### config.mk
export PLATFORM = sky130hd
export DESIGN_NAME = se_sram_srw_arbiter
export DESIGN_NICKNAME = d
export VERILOG_FILES = /design/src/rtl/se_sram_srw_arbiter.sv
export SDC_FILE = /design/constraint.sdc
export NUM_CORES = 1
export LEC_CHECK = 0
export BUFFER_PORTS_ARGS = -buffer_cell sky130_fd_sc_hd__buf_2
export CAP_MARGIN = 20
export CELL_PAD_IN_SITES_DETAIL_PLACEMENT = 2
export CELL_PAD_IN_SITES_GLOBAL_PLACEMENT = 2
export CORE_UTILIZATION = 22
export CTS_CLUSTER_SIZE = 14
export DETAILED_ROUTE_END_ITERATION = 10
export GPL_ROUTABILITY_DRIVEN = 0
export MAX_ROUTING_LAYER = met4
export PLACE_DENSITY = 0.83
export SLEW_MARGIN = 20
export SYNTH_ARGS = -nofsm -noshare
export SYNTH_HDL_FRONTEND = slang
export SYNTH_SLANG_ARGS = --single-unit
### constraint.sdc
create_clock -name sram_clock -period 4.15 [get_ports sram_clock]
set_input_delay 0.415 -clock sram_clock [delete_from_list [all_inputs] [get_ports sram_clock]]
set_output_delay 0.415 -clock sram_clock [all_outputs]
set_load 0.005 [all_outputs]
### src/rtl/se_sram_srw_arbiter.sv
// rtl/se_sram_srw_arbiter.sv - round-robin two-port arbiter in front of a single-port synchronous SRAM
module se_sram_srw_arbiter #(
   parameter int address_width  = 16,
   parameter int data_width     = 8,
   parameter bit clear_on_reset = 1'b1
) (
   input  logic                     sram_clock,
   input  logic                     sram_clock__enable,
   input  logic                     reset_n,
   input  logic                     a_req,
   input  logic                     a_read_not_write,
   input  logic [address_width-1:0] a_address,
   input  logic [data_width-1:0]    a_write_data,
   output logic                     a_ack,
   output logic                     a_rdata_valid,
   output logic [data_width-1:0]    a_rdata,
   input  logic                     b_req,
   input  logic                     b_read_not_write,
   input  logic [address_width-1:0] b_address,
   input  logic [data_width-1:0]    b_write_data,
   output logic                     b_ack,
   output logic                     b_rdata_valid,
   output logic [data_width-1:0]    b_rdata,
   output logic                     busy,
   output logic                     sram_select,
   output logic                     sram_read_not_write,
   output logic                     sram_write_enable,
   output logic [address_width-1:0] sram_address,
   output logic [data_width-1:0]    sram_write_data,
   input  logic [data_width-1:0]    sram_data_out
);

   typedef enum logic {
      st_clear = 1'b0,
      st_run   = 1'b1
   } state_t;

   localparam state_t reset_state = clear_on_reset ? st_clear : st_run;

   state_t                     state_q, state_d;
   logic [address_width-1:0]   clear_addr_q, clear_addr_d;
   logic                       last_grant_q, last_grant_d;
   logic                       rd_pend_a_q, rd_pend_b_q;
   logic                       grant_a, grant_b;

   // State register: reset wins over the clock enable; otherwise advance only on enabled edges
   always_ff @(posedge sram_clock) begin
      if (!reset_n) begin
         state_q      <= reset_state;
         clear_addr_q <= '0;
         last_grant_q <= 1'b1;
         rd_pend_a_q  <= 1'b0;
         rd_pend_b_q  <= 1'b0;
      end else if (sram_clock__enable) begin
         state_q      <= state_d;
         clear_addr_q <= clear_addr_d;
         last_grant_q <= last_grant_d;
         rd_pend_a_q  <= grant_a & a_read_not_write;
         rd_pend_b_q  <= grant_b & b_read_not_write;
      end
   end

   // Next state, round-robin grant and SRAM drive; idle cycles park the bus on A's fields
   always_comb begin
      state_d             = state_q;
      clear_addr_d        = clear_addr_q;
      last_grant_d        = last_grant_q;
      grant_a             = 1'b0;
      grant_b             = 1'b0;
      busy                = 1'b0;
      sram_select         = 1'b0;
      sram_read_not_write = 1'b1;
      sram_write_enable   = 1'b0;
      sram_address        = a_address;
      sram_write_data     = a_write_data;

      if (reset_n) begin
         busy = (state_q == st_clear);
         if (sram_clock__enable) begin
            case (state_q)
               st_clear: begin
                  sram_select         = 1'b1;
                  sram_read_not_write = 1'b0;
                  sram_write_enable   = 1'b1;
                  sram_address        = clear_addr_q;
                  sram_write_data     = '0;
                  clear_addr_d        = clear_addr_q + address_width'(1);
                  if (clear_addr_q == {address_width{1'b1}}) begin
                     state_d = st_run;
                  end
               end
               default: begin
                  // On a tie the port that did not win last time goes first
                  if (a_req && (!b_req || last_grant_q)) begin
                     grant_a = 1'b1;
                  end else if (b_req) begin
                     grant_b = 1'b1;
                  end

                  if (grant_a) begin
                     sram_select         = 1'b1;
                     sram_read_not_write = a_read_not_write;
                     sram_write_enable   = !a_read_not_write;
                     sram_address        = a_address;
                     sram_write_data     = a_write_data;
                     last_grant_d        = 1'b0;
                  end else if (grant_b) begin
                     sram_select         = 1'b1;
                     sram_read_not_write = b_read_not_write;
                     sram_write_enable   = !b_read_not_write;
                     sram_address        = b_address;
                     sram_write_data     = b_write_data;
                     last_grant_d        = 1'b1;
                  end
               end
            endcase
         end
      end
   end

   assign a_ack         = grant_a;
   assign b_ack         = grant_b;
   assign a_rdata_valid = rd_pend_a_q;
   assign b_rdata_valid = rd_pend_b_q;
   assign a_rdata       = sram_data_out;
   assign b_rdata       = sram_data_out;

endmodule

==> results of run 1 <==
## synthesized netlist by cell type
master / number
or4_1: 2
a31oi_1: 1
o21ai_1: 19
and2_1: 3
inv_1: 5
nor3_1: 7
and4_1: 2
buf_2: 4
nor2_1: 16
clkinv_1: 1
nand4_1: 5
nor2b_1: 3
buf_4: 16
nand4_2: 1
dfxtp_1: 20
a21oi_1: 10
o22ai_1: 1
mux2i_1: 2
a21boi_0: 1
nand3_1: 4
clkbuf_1: 10
nand3b_1: 1
nand2b_1: 2
xor2_1: 2
o31ai_1: 1
or3_1: 4
a22oi_1: 37
nand4b_1: 1
nand2_1: 19
or2_1: 2
nor4_1: 1
o21ai_0: 8
xnor2_1: 8
ha_1: 1
a21bo_1: 1
o32a_1: 1
## per-layer routing
metal / track usage / share of wire
met4: 0.0492 / 0.011
met5: - / 0
met1: 0.193 / 0.43
met3: 0.0256 / 0.049
met2: 0.309 / 0.51
## sequential cells by signal, summed over array words and instances, names as in the netlist
| register | count |
|---|---|
| a_rdata_valid | 1 |
| state_q | 1 |
| clear_addr_q | 16 |
| last_grant_q | 1 |
| b_rdata_valid | 1 |
## cell families after synthesis
family / after synthesis
AO/OA/AOI/OAI: 80
XOR/XNOR: 10
adder cells (fa/ha/maj): 1
buffers and inverters: 36
flip-flops: 20
multiplexers: 2
AND/OR/NAND/NOR: 73
## power breakdown
part           leakage (uW)  internal, uW  switching (uW)
clock             0.0000288          84.6            67.7
combinational      0.000674          54.3            58.1
sequential         0.000161           194            3.57
## metrics by stage
step	instance area [um^2]	hold slack, ns	worst slack [ns]	std cells
after CTS	2050	0.412	1.48	381
after detailed placement	2000	0.480	1.53	377
final	2050	0.416	1.48	381
after global routing	2050	0.410	1.29	381
after floorplan	1600	0.456	2.26	222
after global placement	2000	0.458	1.60	377
## placed cells by master (no fill, tap or decap), drive strengths merged, types with 2 or more instances in the layout
cell type and n:
nand3 4, clkbuf 4, and2 3, dfxtp 20, mux2i 2, nor2b 3
nor2 16, or3 4, or2 2, nand2 19, nand2b 2, xor2 2
inv 5, and4 2, nor3 7, nand4 6, a21oi 10, o21ai 27
a22oi 37, or4 2, xnor2 8, buf 89
## worst paths after layout
path / startpoint / end / slack, ns
worst max-delay path: last_grant_q$_SDFFE_PN1P_ / sram_write_data[3] / 1.48
worst min-delay path: reset_n / last_grant_q$_SDFFE_PN1P_ / 0.42
worst max register to register: state_q$_SDFFE_PN0P_ / clear_addr_q[15]$_SDFFE_PN0P_ / 2.31
worst min register to register: b_rdata_valid$_SDFFE_PN0P_ / b_rdata_valid$_SDFFE_PN0P_ / 0.48
## cell type report
| cell class | instances | area (um^2) | area share |
|---|---|---|---|
| clock buffer | 4 | 55.1 | 0.0268 |
| sequential | 20 | 400 | 0.195 |
| tap | 96 | 120 | 0.0585 |
| inverter | 6 | 22.5 | 0.0110 |
| timing repair buffer | 89 | 453 | 0.220 |
| multi-input combinational | 166 | 1000 | 0.488 |
==> flow_summary.rst, run 1 <==
.. list-table::
   :header-rows: 1

   * - Metric
     - Value
   * - Minimum clock period after layout
     - ~2.7 ns
   * - Number of buffers on the longest clock path
     - 2
   * - Most common cell type on the critical path
     - buf_4
   * - Class of the most critical setup path
     - flip-flop to output port
   * - Fmax
     - roughly 370 MHz
   * - Vias after detailed routing
     - 1923
   * - Count of endpoints failing setup in the final report
     - 0
   * - Fraction of synthesized cell area in xor and xnor cells
     - 0.0546
   * - Port Buf Inserts
     - 86
   * - Synth Net Count
     - around 290
   * - LEAKAGE
     - around 0.00086 uW
   * - Fraction of synthesized area in multiplexers
     - 0.0125
   * - Post-synthesis share of cell area spent on full adders, half adders and majority gates
     - 0.00780
   * - Worst Hold Path Cells
     - 2
   * - Warnings, synthesis
     - 0
   * - Post-synthesis sequential area ratio
     - 0.250
   * - Root cell of the clock tree
     - clkbuf_8
   * - Floorplan die area
     - ~0.0076 mm^2
   * - Setup repair bufs after CTS
     - 0
   * - Site Rows
     - 30
   * - Pin count of the biggest net entering global routing
     - 26
   * - Overflow left after global routing
     - 0
   * - Max Fanout on Critical Path
     - 25
   * - Final Routed Wirelength
     - 6.15 mm
   * - Count of cell types in the netlist
     - 36
   * - Layout-stage area growth over the synthesis result
     - 28.1%
   * - Kind of start point of the critical path
     - flip-flop
   * - Clk_skew
     - approximately 0.0047 ns
   * - Fin. Hold Viols
     - 0
   * - Syn Area/Cell
     - between 7 and 8 um^2
   * - Power consumption
     - 462 uW
   * - Inserted Diodes
     - 0
   * - Number of fillers in the final layout
     - 896
   * - Remaining antenna violation count after routing
     - 0
   * - Tightest Hold Check Type
     - input pin to flip-flop
   * - Main combinational cell family by area after synthesis
     - compound AO/OA/AOI/OAI gates
   * - Overall fraction of global-route tracks in use
     - 0.170
   * - Portion of synthesized cell area occupied by the leading cell type
     - 0.250
   * - Number of storage elements in the synthesis netlist
     - 20
   * - Type of destination of the critical path
     - output port
   * - Clock tree from TritonCTS
     - yes
   * - Logic depth of the worst register-to-register path
     - 4
   * - Worst-Skew Late Latency
     - between 0.2 and 0.3 ns
   * - Signal arrival time at the worst endpoint
     - between 2 and 2.5 ns
   * - CTS HTree Levels
     - 1
   * - I/O Pins
     - 111
   * - Area share of and/or/nand/nor cells after synthesis
     - 0.232
   * - Tcrit/Tclk final
     - 0.644
   * - Cell type of the slowest stage on the worst timing path
     - nor2_1
   * - Routed WL per cell
     - ~16 um
   * - List of cells traversed by the critical path
     - a21bo_1 > buf_4 > nor2_1 > buf_4 > a22oi_1 > o21ai_1 > buf_2
   * - Worst-case headroom to the max-slew limit
     - 0.515
   * - Summed instance area of the synthesized netlist
     - 0.00160 mm^2
   * - 1st-pass router iterations
     - 4
   * - TNS Setup
     - 0 ns
   * - Core footprint
     - about 0.007 mm^2
   * - Worst EP required
     - between 3 and 4 ns
   * - Result of the run
     - finished clean
   * - Delay-heaviest family, CP
     - buffers and inverters
   * - Clock-pin slew on the worst setup and hold paths
     - approximately 0.07 ns
   * - Largest stage delay on the critical path
     - approximately 0.53 ns
   * - Number of buffers inserted by hold repair at cts
     - 0
   * - Gate Count Post-Synth
     - between 200 and 250
   * - RSZ-0062 raised after global routing
     - false
   * - Number of max-capacitance violations reported
     - 0
   * - Layout Nets
     - 350
   * - Detailed placement HPWL
     - 4.81 mm
   * - Instance count on the critical path
     - 7
   * - Largest area contributor in the synthesized netlist
     - dfxtp_1
   * - Detailed router's first-iteration violation count
     - between 70 and 80
   * - Compound-gate portion of the synthesized area
     - 0.318
   * - Avg Vias per Cell
     - 5.05
   * - Proportion of layout cells with a drive suffix above 1
     - 0.330
   * - Max IR drop VDD
     - about 0.092 mV
   * - Slew @ Worst Pin
     - approximately 0.73 ns
   * - First-pass GRT wire length
     - roughly 10 mm
   * - Remaining design rule violation count
     - 0
   * - Final standard cell utilization of the core
     - 0.297
   * - Number of global-route vias before repair
     - approximately 2100
   * - Horizontal die dimension
     - ~90 um
   * - Cts repair resizes
     - 0
   * - Die height
     - between 80 and 90 um
   * - Total buffers and inverters traversed by the critical path
     - 3
   * - Number of buffers inserted during clock tree synthesis
     - 3
   * - Largest cells by area after synthesis
     - dfxtp_1, a22oi_1, buf_4
   * - Pwr dens
     - about 230 mW/mm^2
   * - Total number of clock tree sinks
     - 20
   * - Starting Density
     - 0.232
   * - Final Max Slew Viols
     - 0
   * - Antenna violations before repair
     - 0
No activity file was read; power rests on OpenSTA's default activity.
==> run 2: changes to the inputs <==
Settings changed: CORE_UTILIZATION 22 to 18, PLACE_DENSITY 0.83 to 0.72.
Clock period 4.15 ns to 2.1 ns, I/O delays scaled along.
==> flow_summary.rst, run 2 (same netlist as run 1, synthesis figures left out) <==
.. list-table::
   :header-rows: 1

   * - Metric
     - Value
   * - Layout Nets
     - approximately 360
   * - Number of buffers inserted during clock tree synthesis
     - 3
   * - Pwr dens
     - about 420 mW/mm^2
   * - Tcrit/Tclk final
     - 0.931
   * - Worst-case headroom to the max-slew limit
     - 0.726
   * - Site Rows
     - 34
   * - Remaining design rule violation count
     - 0
   * - Clk_skew
     - between 0.0015 and 0.002 ns
   * - Avg Vias per Cell
     - between 4 and 5
   * - Non-filler instance count after layout
     - 399
   * - Overflow left after global routing
     - 0
   * - Root cell of the clock tree
     - clkbuf_8
   * - Max Fanout on Critical Path
     - 16
   * - Worst-Skew Late Latency
     - about 0.26 ns
   * - Result of the run
     - finished clean
   * - Layout-stage area growth over the synthesis result
     - 31.4%
   * - Class of the most critical setup path
     - flip-flop to output port
   * - Minimum clock period after layout
     - roughly 2 ns
   * - 1st-pass router iterations
     - 4
   * - Kind of start point of the critical path
     - flip-flop
   * - Signal arrival time at the worst endpoint
     - around 1.7 ns
   * - TNS Setup
     - 0 ns
   * - Proportion of layout cells with a drive suffix above 1
     - 0.344
   * - Max FFs per register
     - 16
   * - Final standard cell utilization of the core
     - 0.243
   * - Largest register by flop count
     - clear_addr_q
   * - First-pass GRT wire length
     - around 9.6 mm
   * - Count of endpoints failing setup in the final report
     - 0
   * - Inserted Diodes
     - 0
   * - Top library cells by usage in the layout, fill and taps aside
     - buf_2, a22oi_1, dfxtp_1
   * - LEAKAGE
     - 0.000893 uW
   * - Final Max Slew Viols
     - 0
   * - Final Routed Wirelength
     - between 6 and 7 mm
   * - Number of fillers in the final layout
     - 1053
   * - Port Buf Inserts
     - 86
   * - Horizontal die dimension
     - 96.4 um
   * - Fmax
     - a little over 500 MHz
   * - Fin. Hold Viols
     - 0
   * - Clock-pin slew on the worst setup and hold paths
     - 0.08 ns
   * - Vias after detailed routing
     - a little under 2000
   * - Slew @ Worst Pin
     - just over 0.4 ns
   * - I/O Pins
     - 111
   * - Setup repair bufs after CTS
     - 0
   * - Antenna violations before repair
     - 0
   * - Floorplan die area
     - between 0.009 and 0.01 mm^2
   * - Power consumption
     - approximately 880 uW
   * - Worst EP required
     - around 1.9 ns
   * - Number of placed instances, taps included
     - around 400
   * - RSZ-0062 raised after global routing
     - false
   * - Type of destination of the critical path
     - output port
   * - Total number of clock tree sinks
     - 20
   * - Remaining antenna violation count after routing
     - 0
   * - Final WS setup
     - around 0.15 ns
   * - CTS HTree Levels
     - 1
   * - Starting Density
     - 0.185
   * - Detailed router's first-iteration violation count
     - 58
   * - Clock tree from TritonCTS
     - yes
   * - Cts repair resizes
     - 0
   * - Pin count of the biggest net entering global routing
     - 24
   * - Core footprint
     - between 0.008 and 0.009 mm^2
   * - Number of max-capacitance violations reported
     - 0
   * - Detailed placement HPWL
     - 4.96 mm
   * - Tightest Hold Check Type
     - input pin to flip-flop
   * - Number of global-route vias before repair
     - roughly 2000
   * - Die height
     - 96.4 um
   * - Overall fraction of global-route tracks in use
     - 0.138
   * - Number of buffers inserted by hold repair at cts
     - 0
   * - Routed WL per cell
     - 16.0 um
   * - Max IR drop VDD
     - 0.186 mV
   * - Number of buffers on the longest clock path
     - 2
   * - Dpl ws
     - around 0.34 ns
   * - Most frequent standard cell in the layout excluding fill and tap cells
     - buf_2
## run 2: cell count changes in the layout (fill, tap and decap cells not counted)
cell,previous run,this run
clkbuf_8,4,3
buf_4,3,10
## run 2: layout make-up
cell class | instances | area (um^2) | area share
inverter | 6 | 22.5 | 0.0107
multi-input combinational | 166 | 1000 | 0.476
tap | 108 | 135 | 0.0641
sequential | 20 | 400 | 0.190
timing repair buffer | 96 | 505 | 0.240
clock buffer | 3 | 41.3 | 0.0196
## run 2: per-layer routing
metal  up-vias  global-route usage  wire, um
li1        937                   -         -
met1       933               0.167      2850
met2        54               0.229      3150
met3         4              0.0282       319
met4         0              0.0453        51
met5         -                   -         0
## run 2: worst paths after layout
path / startpoint / endpoint / slack, ns / cells after the start
min: a_read_not_write / a_rdata_valid$_SDFFE_PN0P_ / 0.20 / 3
min reg2reg: b_rdata_valid$_SDFFE_PN0P_ / b_rdata_valid$_SDFFE_PN0P_ / 0.48 / 2
max: state_q$_SDFFE_PN0P_ / sram_address[1] / 0.15 / 7
max reg2reg: clear_addr_q[3]$_SDFFE_PN0P_ / clear_addr_q[15]$_SDFFE_PN0P_ / 0.34 / 4
## run 2: critical path: stages (launching register included)
cell and delay [ns]:
dfxtp_1 0.35, buf_4 0.18, nor2b_1 0.07, and2_1 0.16
buf_4 0.19, a22oi_1 0.27, o21ai_0 0.12, buf_2 0.14
## run 2: stage by stage
stage          instance area, um^2  hold WS (ns)
4_1_cts                       2110         0.200
3_3_place_gp                  2070         0.420
6_report                      2110         0.200
5_1_grt                       2110         0.223
2_1_floorplan                 1600         0.286
3_5_place_dp                  2070         0.420
## run 2: power breakdown
part	total [uW]	internal, uW	switching (uW)
Combinational	228	112	116
Sequential	390	383	6.64
Clock	264	128	136
==> run 3: changes to the inputs <==
Settings changed: ABC_AREA set to 1.
==> flow_summary.rst, run 3 <==
.. list-table::
   :header-rows: 1

   * - Metric
     - Value
   * - Number of buffers on the longest clock path
     - 2
   * - Clock-pin slew on the worst setup and hold paths
     - roughly 0.080 ns
   * - Horizontal die dimension
     - approximately 100 um
   * - Number of storage elements in the synthesis netlist
     - 20
   * - Port Buf Inserts
     - 86
   * - Largest cells by area after synthesis
     - dfxtp_1, nand2_1, nor2_1
   * - Fin. Hold Viols
     - 0
   * - RSZ-0062 raised after global routing
     - false
   * - Pwr dens
     - ~400 mW/mm^2
   * - Post-synthesis sequential area ratio
     - 0.214
   * - Syn Area/Cell
     - ~6.0 um^2
   * - TNS Setup
     - 0 ns
   * - Routed WL per cell
     - 15.0 um
   * - Count of endpoints failing setup in the final report
     - 0
   * - Number of max-capacitance violations reported
     - 0
   * - Worst Min Path Start
     - b_read_not_write
   * - Total number of clock tree sinks
     - 20
   * - Max Fanout on Critical Path
     - 19
   * - Dpl ws
     - 0.240 ns
   * - Reg-to-reg critical path startpoint
     - clear_addr_q[0]$_SDFFE_PN0P_
   * - Summed instance area of the synthesized netlist
     - around 0.0019 mm^2
   * - Layout Nets
     - between 400 and 500
   * - Tightest Hold Check Type
     - input pin to flip-flop
   * - Fraction of synthesized area in multiplexers
     - 0
   * - Worst-case headroom to the max-slew limit
     - 0.767
   * - Detailed placement HPWL
     - ~6.0 mm
   * - Root cell of the clock tree
     - clkbuf_8
   * - Die height
     - 104 um
   * - Cell types with the highest counts after synthesis
     - nand2_1, nor2_1, o21ai_0
   * - Synth Net Count
     - approximately 380
   * - Site Rows
     - 36
   * - Setup repair bufs after CTS
     - 0
   * - Layout-stage area growth over the synthesis result
     - 26.3%
   * - Result of the run
     - finished clean
   * - Avg Vias per Cell
     - between 4 and 5
   * - Tcrit/Tclk final
     - 0.922
   * - Compound-gate portion of the synthesized area
     - 0.203
   * - Power consumption
     - between 900 and 1000 uW
   * - Remaining design rule violation count
     - 0
   * - Kind of start point of the critical path
     - flip-flop
   * - Ys async rst share
     - 0
   * - Final Routed Wirelength
     - about 7.7 mm
   * - Pin count of the biggest net entering global routing
     - 24
   * - Overall fraction of global-route tracks in use
     - 0.147
   * - Crit path launch
     - last_grant_q$_SDFFE_PN1P_
   * - Worst EP required
     - approximately 1.9 ns
   * - Slew @ Worst Pin
     - 0.348 ns
   * - Gate Count Post-Synth
     - 313
   * - Final WS setup
     - roughly 0.16 ns
   * - Most frequent standard cell in the layout excluding fill and tap cells
     - buf_2
   * - Number of fillers in the final layout
     - roughly 1300
   * - Max IR drop VDD
     - between 0.15 and 0.2 mV
   * - Portion of synthesized cell area occupied by the leading cell type
     - 0.214
   * - Worst R2R Setup Slack
     - around 0.46 ns
   * - Worst-Skew Late Latency
     - between 0.2 and 0.3 ns
   * - LEAKAGE
     - 0.00107 uW
   * - Dominant register cell in the synthesized netlist
     - dfxtp_1
   * - First-pass GRT wire length
     - 12.6 mm
   * - Area share of and/or/nand/nor cells after synthesis
     - 0.396
   * - Storage cell area
     - 402 um^2
   * - CTS HTree Levels
     - 1
   * - I/O Pins
     - roughly 110
   * - Final Max Slew Viols
     - 0
   * - Clock tree from TritonCTS
     - yes
   * - Inserted Diodes
     - 0
   * - Vias after detailed routing
     - 2325
   * - Floorplan die area
     - between 0.01 and 0.015 mm^2
   * - Top library cells by usage in the layout, fill and taps aside
     - buf_2, nand2_1, nor2_1
   * - Signal arrival time at the worst endpoint
     - around 1.7 ns
   * - Clk_skew
     - approximately 0.0038 ns
   * - Post-synthesis share of cell area spent on full adders, half adders and majority gates
     - 0.00668
   * - Number of buffers inserted during clock tree synthesis
     - 3
   * - 1st-pass router iterations
     - 4
   * - Detailed router's first-iteration violation count
     - 46
   * - Largest register by flop count
     - clear_addr_q
   * - Max FFs per register
     - 16
   * - Non-filler instance count after layout
     - roughly 510
   * - Starting Density
     - 0.189
   * - Fmax
     - between 500 and 600 MHz
   * - Leading cell type by number of instances after synthesis
     - nand2_1
   * - Overflow left after global routing
     - 0
   * - Main combinational cell family by area after synthesis
     - simple AND/OR/NAND/NOR gates
   * - Class of the most critical setup path
     - flip-flop to output port
   * - Proportion of layout cells with a drive suffix above 1
     - 0.304
   * - Minimum clock period after layout
     - about 1.9 ns
   * - Type of destination of the critical path
     - output port
   * - Count of flip-flops with a built-in enable after synthesis
     - 0
   * - Antenna violations before repair
     - 0
   * - Count of cell types in the netlist
     - 28
   * - Multi-input gate area in the final layout
     - about 0.0012 mm^2
   * - Largest area contributor in the synthesized netlist
     - dfxtp_1
   * - Remaining antenna violation count after routing
     - 0
   * - Fraction of synthesized cell area in xor and xnor cells
     - 0.0140
   * - Core footprint
     - between 0.009 and 0.01 mm^2
   * - Warnings, synthesis
     - 0
   * - Number of placed instances, taps included
     - 509
   * - Number of global-route vias before repair
     - roughly 2500
## run 3: cell count changes in the layout (fill, tap and decap cells not counted), moves of 14 or more
cell / change
nand2_1: +57
a22oi_1: -37
nor2_1: +35
o21ai_0: +25
nand3_1: +19
o21bai_1: +17
o21ai_1: -16
inv_1: +14
## run 3: final cells by class
class	count	share of cell area
Sequential cell	20	0.170
Clock buffer	4	0.0233
Multi-Input combinational cell	240	0.495
Inverter	25	0.0402
Tap cell	133	0.0704
Timing Repair Buffer	92	0.201
## run 3: path summary, 6_finish.rpt
path,to,cells after the start
setup / recovery,sram_write_data[0],7
setup reg to reg,clear_addr_q[12]$_SDFFE_PN0P_,7
hold reg to reg,a_rdata_valid$_SDFFE_PN0P_,2
hold / removal,b_rdata_valid$_SDFFE_PN0P_,3
## run 3: power breakdown
group,total (uW),switching [uW],internal (uW)
logic,242,134,108
registers,389,5.79,383
clock network,306,139,167
## run 3: critical path, stage by stage (launching register included)
cell and delay (ns):
dfxtp_1 0.33, o21ai_2 0.24, nand2_2 0.10, clkinv_2 0.23, buf_4 0.22, nor2_1 0.05, o21ai_0 0.16, buf_2 0.14
## run 3: stage by stage
| stage | cell area (um^2) | util | hold WS [ns] |
|---|---|---|---|
| after CTS | 2360 | 0.238 | 0.206 |
| final | 2360 | 0.239 | 0.203 |
| after floorplan | 1870 | - | 0.348 |
| after detailed placement | 2300 | 0.232 | 0.420 |
| after global routing | 2360 | 0.239 | 0.223 |
| after global placement | 2300 | 0.232 | 0.420 |
## run 3: timing repair
action | CTS | global route
hold endpoints to repair | 0 | 0
gates resized for setup | 0 | 2
pin swaps | 1 | 0
setup endpoints to repair | 8 | 14
hold buffers | 0 | 0
cloned | 1 | 0
## run 3: cells by family after synthesis
group | after synthesis
flops | 20
simple gates | 169
xor+xnor | 3
compound gates | 66
fa+ha+maj | 1
buf+inv | 54
## run 3: routing by layer
metal  vias up  wire length, um  track usage
met5         -                0            -
met4         0               70       0.0316
met3        11              272       0.0188
met2        50             3930        0.276
met1      1128             3430        0.166
li1       1136                -            -
